$ cat src/rtl/l2_arb_pkg.sv
// Shared types and constants for the L2 port arbiter between the I-side and D-side L1 miss paths.
package l2_arb_pkg;

    localparam int ADDR_W = 32;
    localparam int LINE_W = 256;

    typedef logic [ADDR_W-1:0] addr_t;
    typedef logic [LINE_W-1:0] line_t;

    typedef enum logic [1:0] {
        S_IDLE,
        S_SERVE_I,
        S_SERVE_D,
        S_RETURN
    } l2_arb_state_e;

    typedef enum logic {
        GRANT_I,
        GRANT_D
    } grant_e;

endpackage

$ cat src/rtl/l2_arbiter_if.sv
// Bundle of the two L1 requester handshakes and the L2 CPU-side port seen by the arbiter.
interface l2_arbiter_if;
    import l2_arb_pkg::*;

    addr_t i_addr;
    logic  i_read;
    logic  i_resp;
    line_t i_rdata;

    addr_t d_addr;
    logic  d_read;
    logic  d_write;
    line_t d_wdata;
    logic  d_resp;
    line_t d_rdata;

    addr_t l2_addr;
    logic  l2_read;
    logic  l2_write;
    line_t l2_wdata;
    line_t l2_rdata;
    logic  l2_resp;

    // Arbiter view
    modport slave (
        input  i_addr, i_read, d_addr, d_read, d_write, d_wdata, l2_rdata, l2_resp,
        output i_resp, i_rdata, d_resp, d_rdata, l2_addr, l2_read, l2_write, l2_wdata
    );

    // Environment view: L1 controllers plus the L2 cache
    modport master (
        output i_addr, i_read, d_addr, d_read, d_write, d_wdata, l2_rdata, l2_resp,
        input  i_resp, i_rdata, d_resp, d_rdata, l2_addr, l2_read, l2_write, l2_wdata
    );

endinterface

$ cat src/rtl/l2_arb_rr_picker.sv
// Two-input round-robin picker; on contention the side that did not win last time is chosen.
module l2_arb_rr_picker
    import l2_arb_pkg::*;
(
    input  logic   i_req,
    input  logic   d_req,
    input  grant_e last_grant,
    output logic   grant_valid,
    output grant_e grant
);

    always_comb begin
        grant_valid = i_req | d_req;
        grant       = GRANT_I;
        if (i_req && d_req) begin
            grant = (last_grant == GRANT_I) ? GRANT_D : GRANT_I;
        end else if (d_req) begin
            grant = GRANT_D;
        end
    end

endmodule

$ cat src/rtl/l2_arbiter.sv
// Shares the single L2 CPU-side port between the I-side and D-side L1 miss paths.
module l2_arbiter
    import l2_arb_pkg::*;
#(
    parameter int unsigned TIMEOUT_CYCLES = 1024
) (
    input  logic       clk,
    input  logic       rst,
    l2_arbiter_if.slave bus,
    output logic       busy,
    output logic       timeout_err
);

    localparam int unsigned       CNT_W   = $clog2(TIMEOUT_CYCLES);
    localparam logic [CNT_W-1:0]  CNT_MAX = CNT_W'(TIMEOUT_CYCLES - 1);

    l2_arb_state_e    state;
    l2_arb_state_e    state_nx;
    grant_e           last_grant;
    grant_e           grant;
    logic             grant_valid;
    logic [CNT_W-1:0] wait_cnt;

    addr_t l2_addr_q;
    logic  l2_read_q;
    logic  l2_write_q;
    line_t l2_wdata_q;
    line_t rdata_q;

    l2_arb_rr_picker picker (
        .i_req       (bus.i_read),
        .d_req       (bus.d_read | bus.d_write),
        .last_grant  (last_grant),
        .grant_valid (grant_valid),
        .grant       (grant)
    );

    always_ff @(posedge clk or negedge rst) begin
        if (!rst) begin
            state <= S_IDLE;
        end else begin
            state <= state_nx;
        end
    end

    always_comb begin
        state_nx = state;
        unique case (state)
            S_IDLE:               if (grant_valid) state_nx = (grant == GRANT_I) ? S_SERVE_I : S_SERVE_D;
            S_SERVE_I, S_SERVE_D: if (bus.l2_resp) state_nx = S_RETURN;
            S_RETURN:             state_nx = S_IDLE;
            default:              state_nx = S_IDLE;
        endcase
    end

    // last_grant doubles as the record of which side is being served
    always_comb begin
        busy        = (state != S_IDLE);
        bus.i_resp  = 1'b0;
        bus.d_resp  = 1'b0;
        bus.i_rdata = '0;
        bus.d_rdata = '0;
        if (state == S_RETURN) begin
            if (last_grant == GRANT_I) begin
                bus.i_resp  = 1'b1;
                bus.i_rdata = rdata_q;
            end else begin
                bus.d_resp  = 1'b1;
                bus.d_rdata = rdata_q;
            end
        end
    end

    // Holding registers drive the L2 port; a simultaneous D read+write is issued as a write
    always_ff @(posedge clk or negedge rst) begin
        if (!rst) begin
            l2_addr_q   <= '0;
            l2_read_q   <= 1'b0;
            l2_write_q  <= 1'b0;
            l2_wdata_q  <= '0;
            rdata_q     <= '0;
            last_grant  <= GRANT_D;
            wait_cnt    <= '0;
            timeout_err <= 1'b0;
        end else begin
            unique case (state)
                S_IDLE: begin
                    if (grant_valid) begin
                        last_grant <= grant;
                        wait_cnt   <= '0;
                        if (grant == GRANT_I) begin
                            l2_addr_q  <= bus.i_addr;
                            l2_read_q  <= 1'b1;
                            l2_write_q <= 1'b0;
                            l2_wdata_q <= '0;
                        end else begin
                            l2_addr_q  <= bus.d_addr;
                            l2_read_q  <= ~bus.d_write;
                            l2_write_q <= bus.d_write;
                            l2_wdata_q <= bus.d_write ? bus.d_wdata : '0;
                        end
                    end
                end
                S_SERVE_I, S_SERVE_D: begin
                    if (bus.l2_resp) begin
                        rdata_q    <= bus.l2_rdata;
                        l2_addr_q  <= '0;
                        l2_read_q  <= 1'b0;
                        l2_write_q <= 1'b0;
                        l2_wdata_q <= '0;
                        wait_cnt   <= '0;
                    end else if (wait_cnt == CNT_MAX) begin
                        timeout_err <= 1'b1;
                    end else begin
                        wait_cnt <= wait_cnt + 1'b1;
                    end
                end
                default: ;
            endcase
        end
    end

    assign bus.l2_addr  = l2_addr_q;
    assign bus.l2_read  = l2_read_q;
    assign bus.l2_write = l2_write_q;
    assign bus.l2_wdata = l2_wdata_q;

endmodule

$ cat src/flat_wrapper.sv
// flat-port wrapper written by rule: the top's interface ports become plain ports
module l2_arbiter_flat import l2_arb_pkg::*;
#(
    parameter int unsigned TIMEOUT_CYCLES = 1024
)
  (clk, rst, busy, timeout_err, bus_i_addr, bus_i_read, bus_d_addr, bus_d_read, bus_d_write, bus_d_wdata, bus_l2_rdata, bus_l2_resp, bus_i_resp, bus_i_rdata, bus_d_resp, bus_d_rdata, bus_l2_addr, bus_l2_read, bus_l2_write, bus_l2_wdata);
  l2_arbiter_if bus_i ();
  input  logic clk;
  input  logic rst;
  output logic busy;
  output logic timeout_err;
  input wire logic [$bits(bus_i.i_addr)-1:0] bus_i_addr;
  input wire logic [$bits(bus_i.i_read)-1:0] bus_i_read;
  input wire logic [$bits(bus_i.d_addr)-1:0] bus_d_addr;
  input wire logic [$bits(bus_i.d_read)-1:0] bus_d_read;
  input wire logic [$bits(bus_i.d_write)-1:0] bus_d_write;
  input wire logic [$bits(bus_i.d_wdata)-1:0] bus_d_wdata;
  input wire logic [$bits(bus_i.l2_rdata)-1:0] bus_l2_rdata;
  input wire logic [$bits(bus_i.l2_resp)-1:0] bus_l2_resp;
  output wire logic [$bits(bus_i.i_resp)-1:0] bus_i_resp;
  output wire logic [$bits(bus_i.i_rdata)-1:0] bus_i_rdata;
  output wire logic [$bits(bus_i.d_resp)-1:0] bus_d_resp;
  output wire logic [$bits(bus_i.d_rdata)-1:0] bus_d_rdata;
  output wire logic [$bits(bus_i.l2_addr)-1:0] bus_l2_addr;
  output wire logic [$bits(bus_i.l2_read)-1:0] bus_l2_read;
  output wire logic [$bits(bus_i.l2_write)-1:0] bus_l2_write;
  output wire logic [$bits(bus_i.l2_wdata)-1:0] bus_l2_wdata;
  assign bus_i.i_addr = bus_i_addr;
  assign bus_i.i_read = bus_i_read;
  assign bus_i.d_addr = bus_d_addr;
  assign bus_i.d_read = bus_d_read;
  assign bus_i.d_write = bus_d_write;
  assign bus_i.d_wdata = bus_d_wdata;
  assign bus_i.l2_rdata = bus_l2_rdata;
  assign bus_i.l2_resp = bus_l2_resp;
  assign bus_i_resp = bus_i.i_resp;
  assign bus_i_rdata = bus_i.i_rdata;
  assign bus_d_resp = bus_i.d_resp;
  assign bus_d_rdata = bus_i.d_rdata;
  assign bus_l2_addr = bus_i.l2_addr;
  assign bus_l2_read = bus_i.l2_read;
  assign bus_l2_write = bus_i.l2_write;
  assign bus_l2_wdata = bus_i.l2_wdata;
  l2_arbiter #(.TIMEOUT_CYCLES(TIMEOUT_CYCLES)) u_core (.clk(clk), .rst(rst), .bus(bus_i), .busy(busy), .timeout_err(timeout_err));
endmodule
$ cat config.mk
export PLATFORM = sky130hd
export DESIGN_NAME = l2_arbiter_flat
export DESIGN_NICKNAME = d
export VERILOG_FILES = /design/src/rtl/l2_arb_pkg.sv /design/src/rtl/l2_arbiter_if.sv /design/src/rtl/l2_arb_rr_picker.sv /design/src/rtl/l2_arbiter.sv /design/src/flat_wrapper.sv
export SDC_FILE = /design/constraint.sdc
export NUM_CORES = 1
export LEC_CHECK = 0
export BUFFER_PORTS_ARGS = -buffer_cell sky130_fd_sc_hd__buf_2
export CAP_MARGIN = 20
export CORE_AREA = 2 2 536 538
export DETAILED_ROUTE_END_ITERATION = 7
export DIE_AREA = 0 0 538 540
export GPL_ROUTABILITY_DRIVEN = 0
export PLACE_DENSITY = 0.3
export SLEW_MARGIN = 25
export SYNTH_ARGS = -nofsm -noshare
export SYNTH_HDL_FRONTEND = slang
export SYNTH_SLANG_ARGS = --single-unit
$ cat constraint.sdc
create_clock -name clk -period 5.1 [get_ports clk]
set_clock_uncertainty 0.15 [all_clocks]
set_input_delay 0.255 -clock clk [delete_from_list [all_inputs] [get_ports clk]]
set_output_delay 0.255 -clock clk [all_outputs]
set_load 0.01 [all_outputs]
* After elaboration in Yosys (flattened, before gate mapping)
Cells that the tools add are included.
** Storage, ports and cells
- Logic and storage cells :: 66
- Bits of input ports :: 582
- Flip-flop bits (word level) :: 560
** Operators by class
- Muxes and demuxes :: 34
- Add/sub/neg operators :: 1
- Reduce and logical (&&, ||, !) cells :: 11
- Bitwise logic cells :: 4
- Equality and inequality tests :: 7
** Operators with widths (count)
- 256-bit 2-to-1 mux :: 8
- 256-bit case mux with 2 select lines :: 1
- 32-bit 2-to-1 mux :: 3
- 32-bit case mux with 2 select lines :: 1
- 10-bit 2-to-1 mux :: 3
- 10-bit case mux with 2 select lines :: 1
- 1-bit 2-to-1 mux :: 11
- 10-bit by 1-bit adder with 10-bit output (second input constant) :: 1
- 10-bit equality test (second input constant) :: 1
- 3-bit AND reduction :: 3
- 2-bit 2-to-1 mux :: 3
- 2-bit case mux with 3 select lines :: 1
- 2-bit AND reduction :: 3
- 2-bit equality test (second input constant) :: 2
- 1-bit case mux with 2 select lines :: 2
- 2-bit nonzero test :: 2
- 3-bit != test (second input constant) :: 1
- 2-bit by 1-bit equality test with 1-bit output (second input constant) :: 1
- 2-bit zero test :: 1
- 2-bit by 1-bit != test with 1-bit output (second input constant) :: 1
- 2-bit != test (second input constant) :: 1
- 1-bit NOT :: 2
- 1-bit bitwise OR :: 2
- 2-bit OR reduction :: 1
- 1-bit logical AND :: 1

* Logic depth before layout (Yosys ltp)
Gate-level depths: netlist of the first run.
- Word-level depth :: 6
- Gate-level depth with buffers :: 10

* By module
From an unflattened synthesis of the first run, not the netlist that was laid out.
** Second synthesis, totals
- Cell total of the unflattened synthesis :: 1944
- Area, all modules :: 24449.7 sq um
** By module, submodules not included
- l2_arbiter :: seq. area each 14014.7 sq um, cells an instance 1942, instances 1, area each 24435.9 sq um
- l2_arb_rr_picker :: seq. area each 0.0 sq um, cells an instance 2, instances 1, area each 13.8 sq um

* Least setup slack after synthesis of the first run
Ideal clock, no wire load.
- Path kind :: register -> register
- From :: register u_core.state[0]
- To :: register u_core.l2_wdata_q[216] (netlist: u_core.bus.l2_wdata[216])
- Cell stages (with the launch flop) :: 11
- Slack :: 2.855 ns
- Required time :: 4.829 ns
- Arrival time :: 1.974 ns
- Period minus slack after synthesis :: 2.245 ns
- Setup time :: 0.121 ns
- Buffers on the path :: 4
- Cell sequence :: dfrtp_1 -> inv_1 -> ha_1 -> or4b_1 -> buf_2 -> nand3b_1 -> buf_4 -> nor3_4 -> buf_6 -> buf_4 -> a22o_1
** Between the ends
- Cells in the longest elaborated chain, start to end :: 4
- Elaborated cells between the ends (all ways) :: 9
** Ends and longest elaborated chain
- start, declared :: line l2_arbiter.sv:17 : l2_arb_state_e state;
- start signal, assigned :: line l2_arbiter.sv:42 : state <= state_nx;
- 2-bit by 1-bit equality test with 1-bit output or 2-bit equality test (tied branches) :: line l2_arbiter.sv:86 : unique case (state)
- 2-bit OR reduction :: line l2_arbiter.sv:86
- 2-bit != test (no line) or 2-bit nonzero test (tied branches)
- 3-bit AND reduction (no line)
- end signal, assigned :: line l2_arbiter.sv:100 : l2_wdata_q <= bus.d_write ? bus.d_wdata : '0;
- end, declared :: line l2_arbiter.sv:27 : line_t l2_wdata_q;
Parallel ways exist; a longest one is shown, timed or not.
A chain may end at the register's enable or synchronous reset.

* Worst setup path in the final report of the first run
- From :: register u_core.state[0]
- To :: register u_core.l2_wdata_q[181] (netlist: u_core.bus.l2_wdata[181])
The elaborated chain is that of the path after synthesis.

==> impl_results.md, run 1 <==
* WL final at 171400 um
* Worst-path fanout max at approximately 130
* # DRC at 0
* Setup TNS at 0 ns
* Cts bufs inserted at 79
* Die height at 540 um
* Worst Setup SP: u_core.state[0]
* Synth warn at 0
* Vias in the first global route at 25250
* Slew Viols, Final at 0
* Mean area per synthesized cell at 12.54 um2
* R2r startpoint: u_core.state[0]
* Mapped Area at 24480 um2
* Detail Route Antenna Nets at 0
* Crit Reg-Reg Endpoint: u_core.bus.l2_wdata[181]
* Startpoint types: register
* Largest net degree at the start of global routing at 149
* Starting density of the core at 8.605%
* Hold buffer count at CTS at 580
* Tot Pwr at 24390 uW
* Ranking of synthesized cells by area: dfrtp_1 (57%), mux2_2 (12%), a22o_1 (9.2%), and3_1 (6.6%), and2_1 (6.6%)
* Hold WC Path Type: input port to register
* RSZ-0062 raised after global routing: false
* Mapped Cells at 1952
* Row count at 196
* First-pass GRT wire length at 225800 um
* Setup Crit Path Kind: register to register
* Worst-Margin Slew at a little over 1 ns
* Yosys cell types at 39
* Layout Nets at 4452
* Finished Cell Area at between 40000 and 50000 um2
* Maximum clock frequency at 293.7 MHz
* Clk buf depth at 3
* H-tree depth at 3
* Max_cap viols at 0
* Fin crit share at around 67%
* Initial antenna violation count at between 100 and 150
* Post-detailed-placement half-perimeter wirelength at about 140000 um
* Util after Layout at between 10% and 20%
* IO Port Bufs at approximately 1400
* Worst VDD drop at around 0.34 mV
* R2r setup slk at ~1.7 ns
* FF+latch count, synth at 560
* Number of fill cells at 32100
* Capture point of the worst path: u_core.bus.l2_wdata[181]
* FFs w/ async S/R, synth at 100.0%
* Setup Fix Bufs, Post-CTS at 0
* CTS Root Cell: clkbuf_16
* Cts repair resizes at 0
* Leak pwr at 0.02252 uW
* Die Footprint at 290500 um2
* Endpoint class of the critical path: register
* Number of DRC markers in iteration 0 at ~960
* CP Data Required Time at 5.54 ns
* Die width at between 500 and 600 um
* Vias per cell at 3.143
* Synth top area share at 57.14%
* Worst r2r path cells at 8
* Largest area contributor in the netlist: dfrtp_1
* Drt pass-1 iters at 5
* Post-synth EDFFs at 0
* DP Cell Count at ~7000
* IO Count at 1388
* Area growth from synthesis to layout at 81.41%
* Post-DP Area at around 36000 um2
* Share of layout cells above drive strength 1 at 46.62%
* Final setup fails at 0
* CP arrival at 3.85 ns
* Final-report hold violation count at 0
* Core area at about 280000 um2
* CTS clk-pin slew, worst paths at approximately 0.060 ns
* Post-synth top flop: dfrtp_1
* Clock Sinks at 560
* Minimum clock period at 3.405 ns
* Vias at 24300
* Clk Latency, worst-skew pair at 0.71 ns
* Outcome: complete, no violations
* GRT overflow at 0
* Post-synthesis sequential area ratio at 57.25%
* Final non-filler cell total at ~7700
* CTS tree: done
* Max-slew headroom at ~30%
* Wire per inst at 22.16 um
* PD cells at around 550 nW/um2
* Total GRT Usage at a little under an eighth
* Synth Net Count at 2538
-- power breakdown --
part,switching (uW),internal (uW)
clock network,2430,3380
logic,5670,4370
registers,2070,6470
-- state kept, by name (all words and copies together) (netlist names) --
register,cells
u_core.last_grant,1
u_core.state,2
u_core.timeout_err,1
u_core.rdata_q,256
u_core.bus.l2_addr,32
u_core.bus.l2_wdata,256
u_core.wait_cnt,10
u_core.bus.l2_write,1
u_core.bus.l2_read,1
-- worst max-delay path, cell delays in order (launching register included) --
cell and delay, ns:
dfrtp_1 0.43, inv_1 0.09, ha_1 0.28, buf_4 0.42
nand2b_1 0.29, nand3b_1 0.28, buf_12 0.37, buf_12 0.41
a22o_1 0.26
-- per-layer routing --
layer | part of all wire [%] | up-vias | global-route usage (%)
li1 | - | 10910 | -
met1 | 38 | 11850 | 12.44
met2 | 50 | 1183 | 20.29
met3 | 6.8 | 307 | 2.785
met4 | 5.0 | 46 | 5.019
met5 | 0.16 | - | 0
-- cell type report --
type / count / area (um2) / share of cell area, %
tap: 3762 / 4707 / 10.60
timing repair buffer: 2020 / 13330 / 30.02
sequential: 560 / 14020 / 31.57
clock buffer: 109 / 2260 / 5.088
clock inverter: 29 / 421.7 / 0.9495
antenna: 46 / 115.1 / 0.2592
multi-input combinational: 1200 / 9537 / 21.48
inverter: 5 / 18.77 / 0.04226
-- cell usage after synthesis (all sizes together), types with 2 or more instances --
library cell,instances
nand4,3
mux2i,32
o21ai,10
nor2b,2
clkbuf,121
dfrtp,559
nor2,5
a21oi,4
or2,2
nand3b,2
nor3,3
inv,5
a21o,2
and2,258
nand2b,2
and3,260
nand3,3
ha,4
mux2,256
a22o,256
o21a,2
nand2,44
a31oi,5
o31ai,37
buf,66
-- cells by family (layout without fill, tap and decap cells) --
| group | Yosys count | count (layout) | synth area share [%] |
|---|---|---|---|
| buffers and inverters | 192 | 2163 | 3.915 |
| other | 0 | 46 | 0 |
| DFF | 560 | 560 | 57.25 |
| adders and majority gates | 4 | 4 | 0.2045 |
| and+or+nand+nor | 589 | 589 | 14.61 |
| muxes | 288 | 288 | 13.08 |
| AOI/OAI and AO/OA | 319 | 319 | 10.93 |
-- worst min path at each step --
stage	startpoint	endpoint	depth (start not counted)
5_1_grt	bus_i_addr[11]	u_core.bus.l2_addr[11]	3
2_1_floorplan	rst	u_core.bus.l2_addr[0]	0
3_5_place_dp	rst	u_core.rdata_q[226]	1
4_1_cts	rst	u_core.bus.l2_wdata[20]	2
6_report	bus_i_addr[11]	u_core.bus.l2_addr[11]	3
3_3_place_gp	rst	u_core.rdata_q[226]	1
-- placed cells by master (no fill, tap or decap), types with 4 or more instances in the layout --
cell           instances
buf_2               1386
dlygate4sd3_1        580
dfrtp_1              559
and3_1               260
and2_1               258
mux2_2               256
a22o_1               256
clkbuf_16             79
diode_2               46
nand2_1               42
buf_4                 39
o31ai_1               37
mux2i_1               32
clkbuf_8              17
buf_12                14
clkbuf_1              13
clkinv_2              11
o21ai_0                9
inv_1                  5
a31oi_1                5
nor2_1                 5
bufinv_16              5
a21oi_1                4
clkinv_4               4
-- metrics by stage --
step | hold WS, ns | setup slack (ns)
after global placement | 0.2292 | 1.806
final | 0.01596 | 1.695
after detailed placement | 0.2279 | 1.789
after global routing | 0.03854 | 1.556
after CTS | 0.01607 | 1.590
after floorplan | -0.1906 | 2.855
Note: power is estimated with default switching activity, not from simulation.
==> run 2: changes to the inputs <==
--- a/config.mk
+++ b/config.mk
@@ -7,9 +7,9 @@
 export LEC_CHECK = 0
 export BUFFER_PORTS_ARGS = -buffer_cell sky130_fd_sc_hd__buf_2
 export CAP_MARGIN = 20
-export CORE_AREA = 2 2 536 538
+export CORE_AREA = 2 2 537 539
 export DETAILED_ROUTE_END_ITERATION = 7
-export DIE_AREA = 0 0 538 540
+export DIE_AREA = 0 0 539 541
 export GPL_ROUTABILITY_DRIVEN = 0
 export PLACE_DENSITY = 0.3
 export SLEW_MARGIN = 25
==> constraint.sdc (replaced) <==
create_clock -name clk -period 3.2 [get_ports clk]
set_clock_uncertainty 0.15 [all_clocks]
set_input_delay 0.16 -clock clk [delete_from_list [all_inputs] [get_ports clk]]
set_output_delay 0.16 -clock clk [all_outputs]
set_load 0.01 [all_outputs]
==> impl_results.md, run 2 (same netlist as run 1, synthesis figures left out) <==
* Final-report hold violation count at 0 (unchanged)
* Cts bufs inserted at 77 (-2.5%)
* CP delay by family, top: buffers and inverters
* CTS Root Cell: clkbuf_16
* Multi-input logic area at 9540 um2 (about the same)
* Minimum clock period at 3.086 ns (-0.3189 ns)
* Worst VDD drop at 0.4603 mV (+35%)
* Share of layout cells above drive strength 1 at 45.84% (-0.78 points)
* Initial antenna violation count at 134 (+18%)
* Row count at 197 (+0.51%)
* Clock Sinks at 560 (unchanged)
* First-pass GRT wire length at 226600 um (+0.36%)
* Max_cap viols at 0 (unchanged)
* Commonest non-fill, non-tap cells in the layout: buf_2 (1386), dlygate4sd3_1 (688), dfrtp_1 (559), and3_1 (259), and2_1 (257)
* Util after Layout at 16.03% (+0.42 points)
* IO Count at 1388 (unchanged)
* Clk buf depth at 3 (unchanged)
* Worst r2r path cells at 8 (unchanged)
* Slew Viols, Final at 0 (unchanged)
* CP arrival at 3.52 ns (-0.33 ns)
* Total GRT Usage at 11.15% (-0.14 points)
* CP Data Required Time at 3.63 ns (-1.91 ns)
* Worst path cell trace: inv_1 -> ha_1 -> or4b_4 -> dlygate4sd3_1 -> o21a_1 -> nand4_1 -> dlygate4sd3_1 -> nand2_1
* # DRC at 0 (unchanged)
* Vias per cell at 3.149 (+0.21%)
* Outcome: complete, no violations
* Reg area at 14020 um2 (unchanged)
* IO Port Bufs at 1387 (unchanged)
* Vias in the first global route at 26180 (+3.7%)
* Leading cell type in the layout, fill and taps excluded: buf_2
* Leak pwr at 0.02319 uW (+3.0%)
* Post-detailed-placement half-perimeter wirelength at 140500 um (about the same)
* Die height at 541 um (+0.19%)
* Clk Latency, worst-skew pair at 0.70 ns (about the same)
* Worst-Margin Slew at 0.6754 ns (-0.3451 ns)
* Slowest CP cell: dlygate4sd3_1
* Drt pass-1 iters at 5 (unchanged)
* Crit Reg-Reg Endpoint: u_core.wait_cnt[1]
* Tot Pwr at 38740 uW (+59%)
* R2r setup slk at 0.11 ns (-1.58 ns)
* Endpoint class of the critical path: register
* Detail Route Antenna Nets at 0 (unchanged)
* PD cells at 843.8 nW/um2 (+54%)
* Number of DRC markers in iteration 0 at 1105 (+15%)
* H-tree depth at 3 (unchanged)
* Number of fill cells at 32200 (+0.32%)
* Core area at 286400 um2 (+0.68%)
* Max-slew headroom at 54.97% (+25 points)
* Maximum clock frequency at 324.0 MHz (+10%)
* GRT overflow at 0 (unchanged)
* Cell repeated most along the worst path: dlygate4sd3_1
* R2r startpoint: u_core.state[0]
* Final setup fails at 0 (unchanged)
* Hold WC Path Type: input port to async pin
* Worst-path fanout max at 6 (-95%)
* Buf+Inv Stages, Crit Path at 3 (-1)
* Setup Crit Path Kind: register to register
* Vias at 24890 (+2.4%)
* CTS clk-pin slew, worst paths at 0.06 ns (about the same)
* Die width at 539 um (+0.19%)
* Largest net degree at the start of global routing at 151 (+1.3%)
* Die Footprint at 291600 um2 (+0.37%)
* WL final at 169000 um (-1.4%)
* Starting density of the core at 8.547% (-0.058 points)
* Fin crit share at 96.44% (+30 points)
* Layout Nets at 4607 (+3.5%)
* Startpoint types: register
* CTS tree: done
* Area growth from synthesis to layout at 87.57%
* Wire per inst at 21.38 um (-3.5%)
* Largest stage delay, worst path at 0.61 ns (+0.18 ns)
-- run 2: cell types whose count changed in the layout (fill, tap and decap cells not counted), moves of 4 or more --
cell,previous run,this run
clkinv_2,11,6
clkbuf_8,17,13
dlygate4sd3_1,580,688
buf_4,39,79
buf_12,14,20
clkbuf_1,13,22
-- run 2: worst reg2reg max path: cells and delay by family (launching register included) --
family | cells | cell delay [ns]
AND/OR/NAND/NOR | 3 | 0.69
AO/OA/AOI/OAI | 1 | 0.16
flip-flops | 1 | 0.42
adder cells (fa/ha/maj) | 1 | 0.27
buffers and inverters | 3 | 1.29
-- run 2: final cells by class --
class                      count  share of cell area [%]
antenna                       43                  0.2343
sequential                   560                   30.53
timing repair buffer        2177                   32.48
clock inverter                25                  0.8665
tap                         3781                   10.30
clock buffer                 112                   4.766
multi-input combinational   1200                   20.78
inverter                       5                 0.04087
-- run 2: report_power, final --
| group | switching, uW | internal [uW] | total [uW] |
|---|---|---|---|
| Combinational | 9040 | 7480 | 16500 |
| Clock | 3800 | 5140 | 8930 |
| Sequential | 2970 | 10300 | 13300 |
-- run 2: how the worst max path moves through the flow --
stage,startpoint,to,cells past startpoint
after floorplan,u_core.state[0],u_core.bus.l2_wdata[216],10
after global placement,u_core.state[0],u_core.bus.l2_wdata[1],8
after detailed placement,u_core.state[0],u_core.bus.l2_wdata[226],7
after CTS,u_core.state[1],bus_i_rdata[9],7
after global routing,u_core.state[1],bus_d_rdata[85],5
final,u_core.state[0],u_core.wait_cnt[1],8
-- run 2: repair_timing --
item	4_1_cts	5_1_grt
pin swaps	1	0
hold buffers	689	0
gates resized for setup	3	2
setup endpoints to repair	93	2
buffers inserted	4	0
endpoints found under the hold margin	957	0
-- run 2: routing by layer --
metal  routed length (um)  part of all wire (%)  GRT usage [%]  vias up
met1                61170                    36          11.55    12000
met3                11820                   7.0          3.291      371
li1                     -                     -              -    11250
met2                88060                    52          20.83     1198
met5                  471                  0.28              0        -
met4                 7455                   4.4          4.427       74
-- run 2: stage by stage --
step | TNS, ns | setup WS, ns | area (um2) | std cells | hold slack (ns)
2_1_floorplan | 0 | 0.9553 | 24480 | 1952 | -0.2856
3_3_place_gp | 0 | 0.3202 | 36260 | 7030 | 0.04215
3_5_place_dp | 0 | 0.3511 | 36260 | 7030 | 0.04264
4_1_cts | 0 | 0.01347 | 45800 | 7860 | 0.0002593
5_1_grt | -0.002966 | -0.002966 | 45870 | 7886 | 0.008967
6_report | 0 | 0.1138 | 45920 | 7903 | 0.02209
==> run 3: changes to the inputs <==
--- a/config.mk
+++ b/config.mk
@@ -12,6 +12,7 @@
 export DIE_AREA = 0 0 539 541
 export GPL_ROUTABILITY_DRIVEN = 0
 export PLACE_DENSITY = 0.3
+export RECOVER_POWER = 100
 export SLEW_MARGIN = 25
 export SYNTH_ARGS = -nofsm -noshare
 export SYNTH_HDL_FRONTEND = slang
==> impl_results.md, run 3 (same netlist as run 1, synthesis figures left out) <==
* PD cells at 846.3 nW/um2 (+0.30%)
* Clk Latency, worst-skew pair at 0.70 ns (about the same)
* Slew Viols, Final at 11 (+11)
* Multi-input logic area at 9523 um2 (-0.18%)
* CTS Root Cell: clkbuf_16
* Die height at 541 um (unchanged)
* Internal power at 22010 uW (-4.0%)
* CTS clk-pin slew, worst paths at 0.06 ns (about the same)
* Largest stage delay, worst path at 0.61 ns (about the same)
* Final-report hold violation count at 0 (unchanged)
* Logic gate share of total power at 41.2% (-1.4 points)
* WL final at 169500 um (+0.29%)
* CP Data Required Time at 3.63 ns (about the same)
* Hold path depth at 3
* First-pass GRT wire length at 226600 um (unchanged)
* # DRC at 0 (unchanged)
* Max_cap viols at 1 (+1)
* Number of fill cells at 32520 (+0.98%)
* Slowest CP cell: dlygate4sd3_1
* Wire per inst at 21.45 um (+0.32%)
* Fin crit share at 96.30% (-0.14 points)
* Crit Reg-Reg Endpoint: u_core.wait_cnt[1]
* Drt pass-1 iters at 5 (unchanged)
* Max-slew headroom at -8.387% (-63 points)
* R2r setup slk at 0.12 ns (about the same)
* H-tree depth at 3 (unchanged)
* Startpoint types: register
* CP arrival at 3.51 ns (about the same)
* Worst VDD drop at 0.4895 mV (+6.4%)
* Maximum clock frequency at 324.5 MHz (+0.15%)
* Reg area at 14020 um2 (unchanged)
* Hold WC Path Type: input port to register
* Minimum clock period at 3.082 ns (-0.004505 ns)
* Vias in the first global route at 26180 (unchanged)
* Worst-path fanout max at 6 (unchanged)
* IO Count at 1388 (unchanged)
* Number of DRC markers in iteration 0 at 1227 (+11%)
* Post-detailed-placement half-perimeter wirelength at 140500 um (unchanged)
* R2r startpoint: u_core.state[0]
* Worst path cell trace: inv_1 -> ha_1 -> or4b_4 -> dlygate4sd3_1 -> o21a_1 -> nand4_1 -> dlygate4sd3_1 -> nand2_1
* Setup Crit Path Kind: register to register
* Vias per cell at 3.159 (+0.30%)
* Starting density of the core at 8.547% (unchanged)
* Layout Nets at 4607 (unchanged)
* Net Sw Frac at 41.87% (+1.1 points)
* GRT overflow at 0 (unchanged)
* CTS tree: done
* Failing checks: max-capacitance violations, max-slew violations
* Setup TNS at 0 ns (unchanged)
* Core area at 286400 um2 (unchanged)
* Row count at 197 (unchanged)
* Total GRT Usage at 11.15% (unchanged)
* Share of total power in the clock network at 23.6% (+0.5 points)
* Leak pwr at 0.02013 uW (-13%)
* Clock Sinks at 560 (unchanged)
* Net switching power at 15850 uW (+0.26%)
* Leading cell type in the layout, fill and taps excluded: clkbuf_1
* CP delay by family, top: buffers and inverters
* Hold Path End: u_core.bus.l2_wdata[132]
* Die Footprint at 291600 um2 (unchanged)
* Cts bufs inserted at 77 (unchanged)
* Cell repeated most along the worst path: dlygate4sd3_1
* Final setup fails at 0 (unchanged)
* Share of layout cells above drive strength 1 at 28.95% (-17 points)
* Worst-Margin Slew at 1.626 ns (+0.9504 ns)
* Die width at 539 um (unchanged)
* Outcome: finished, violations left
* HP Start: bus_d_wdata[132]
* IO Port Bufs at 1387 (unchanged)
* Reg power frac at 35.2% (+0.9 points)
* Worst r2r path cells at 8 (unchanged)
* Initial antenna violation count at 135 (+0.75%)
* Tot Pwr at 37860 uW (-2.3%)
* Endpoint class of the critical path: register
* Detail Route Antenna Nets at 0 (unchanged)
* Buf+Inv Stages, Crit Path at 3 (unchanged)
* Clk buf depth at 3 (unchanged)
* Commonest non-fill, non-tap cells in the layout: clkbuf_1 (708), buf_2 (702), dlygate4sd3_1 (688), dfrtp_1 (559), and3_1 (259)
* Largest net degree at the start of global routing at 151 (unchanged)
* Area growth from synthesis to layout at 82.75%
* Vias at 24960 (+0.27%)
==> run 3: cell types whose count changed in the layout (fill, tap and decap cells not counted), moves of 2 or more <==
| cell | before | now |
|---|---|---|
| and2_0 | 0 | 95 |
| and2_1 | 257 | 163 |
| buf_12 | 20 | 9 |
| buf_2 | 1386 | 702 |
| buf_4 | 79 | 33 |
| clkbuf_1 | 22 | 708 |
| clkbuf_2 | 0 | 51 |
| clkbuf_4 | 0 | 4 |
| diode_2 | 43 | 41 |
==> run 3: metrics by stage <==
step	hold slack [ns]	cells	instance area (um2)	setup WS (ns)	util, %
6_report	0.08870	7901	44740	0.1183	15.62
5_1_grt	0.02225	7885	44700	-0.002508	15.61
4_1_cts	0.0002593	7860	45800	0.01347	15.99
3_5_place_dp	0.04264	7030	36260	0.3511	12.66
3_3_place_gp	0.04215	7030	36260	0.3202	12.66
2_1_floorplan	-0.2856	1952	24480	0.9553	-
==> run 3: power groups by stage <==
stage          clock [uW]  combinational [uW]  sequential [uW]
2_1_floorplan           0                8490            12500
5_1_grt              9670               16900            13800
4_1_cts              9410               16900            13300
3_5_place_dp            0               16000            13400
6_report             8930               15600            13300
3_3_place_gp            0               15900            13400
==> run 3: area by class of cell <==
type | count | share of cell area, %
sequential | 560 | 31.33
antenna | 41 | 0.2293
inverter | 5 | 0.04195
clock buffer | 112 | 4.891
clock inverter | 25 | 0.8894
timing repair buffer | 2177 | 30.75
multi-input combinational | 1200 | 21.29
tap | 3781 | 10.57
==> run 3: timing repair <==
action	CTS	global route
endpoints found under the setup margin	93	2
hold endpoints to repair	957	0
setup buffers	4	0
gates resized for setup	3	2
pin swaps	1	0
gates cloned	0	0
hold buffers	689	0
==> run 3: worst min-delay path, delay by kind of cell <==
family,cells,cell delay (ns)
AOI/OAI and AO/OA,1,0.11
buffers and inverters,2,0.63
==> run 3: worst max path at each step <==
stage               depth (start not counted)                        to            start
global placement                            8    u_core.bus.l2_wdata[1]  u_core.state[0]
finish                                      8        u_core.wait_cnt[1]  u_core.state[0]
detailed placement                          7  u_core.bus.l2_wdata[226]  u_core.state[0]
CTS                                         7            bus_i_rdata[9]  u_core.state[1]
floorplan                                  10  u_core.bus.l2_wdata[216]  u_core.state[0]
global route                                6          bus_i_rdata[118]  u_core.state[1]
==> run 3: layer usage <==
| layer | up-vias | global-route usage (%) | routed length [um] |
|---|---|---|---|
| li1 | 11230 | - | - |
| met1 | 12080 | 11.55 | 61740 |
| met2 | 1199 | 20.83 | 88400 |
| met3 | 375 | 3.291 | 11600 |
| met4 | 74 | 4.427 | 7267 |
| met5 | - | 0 | 481 |
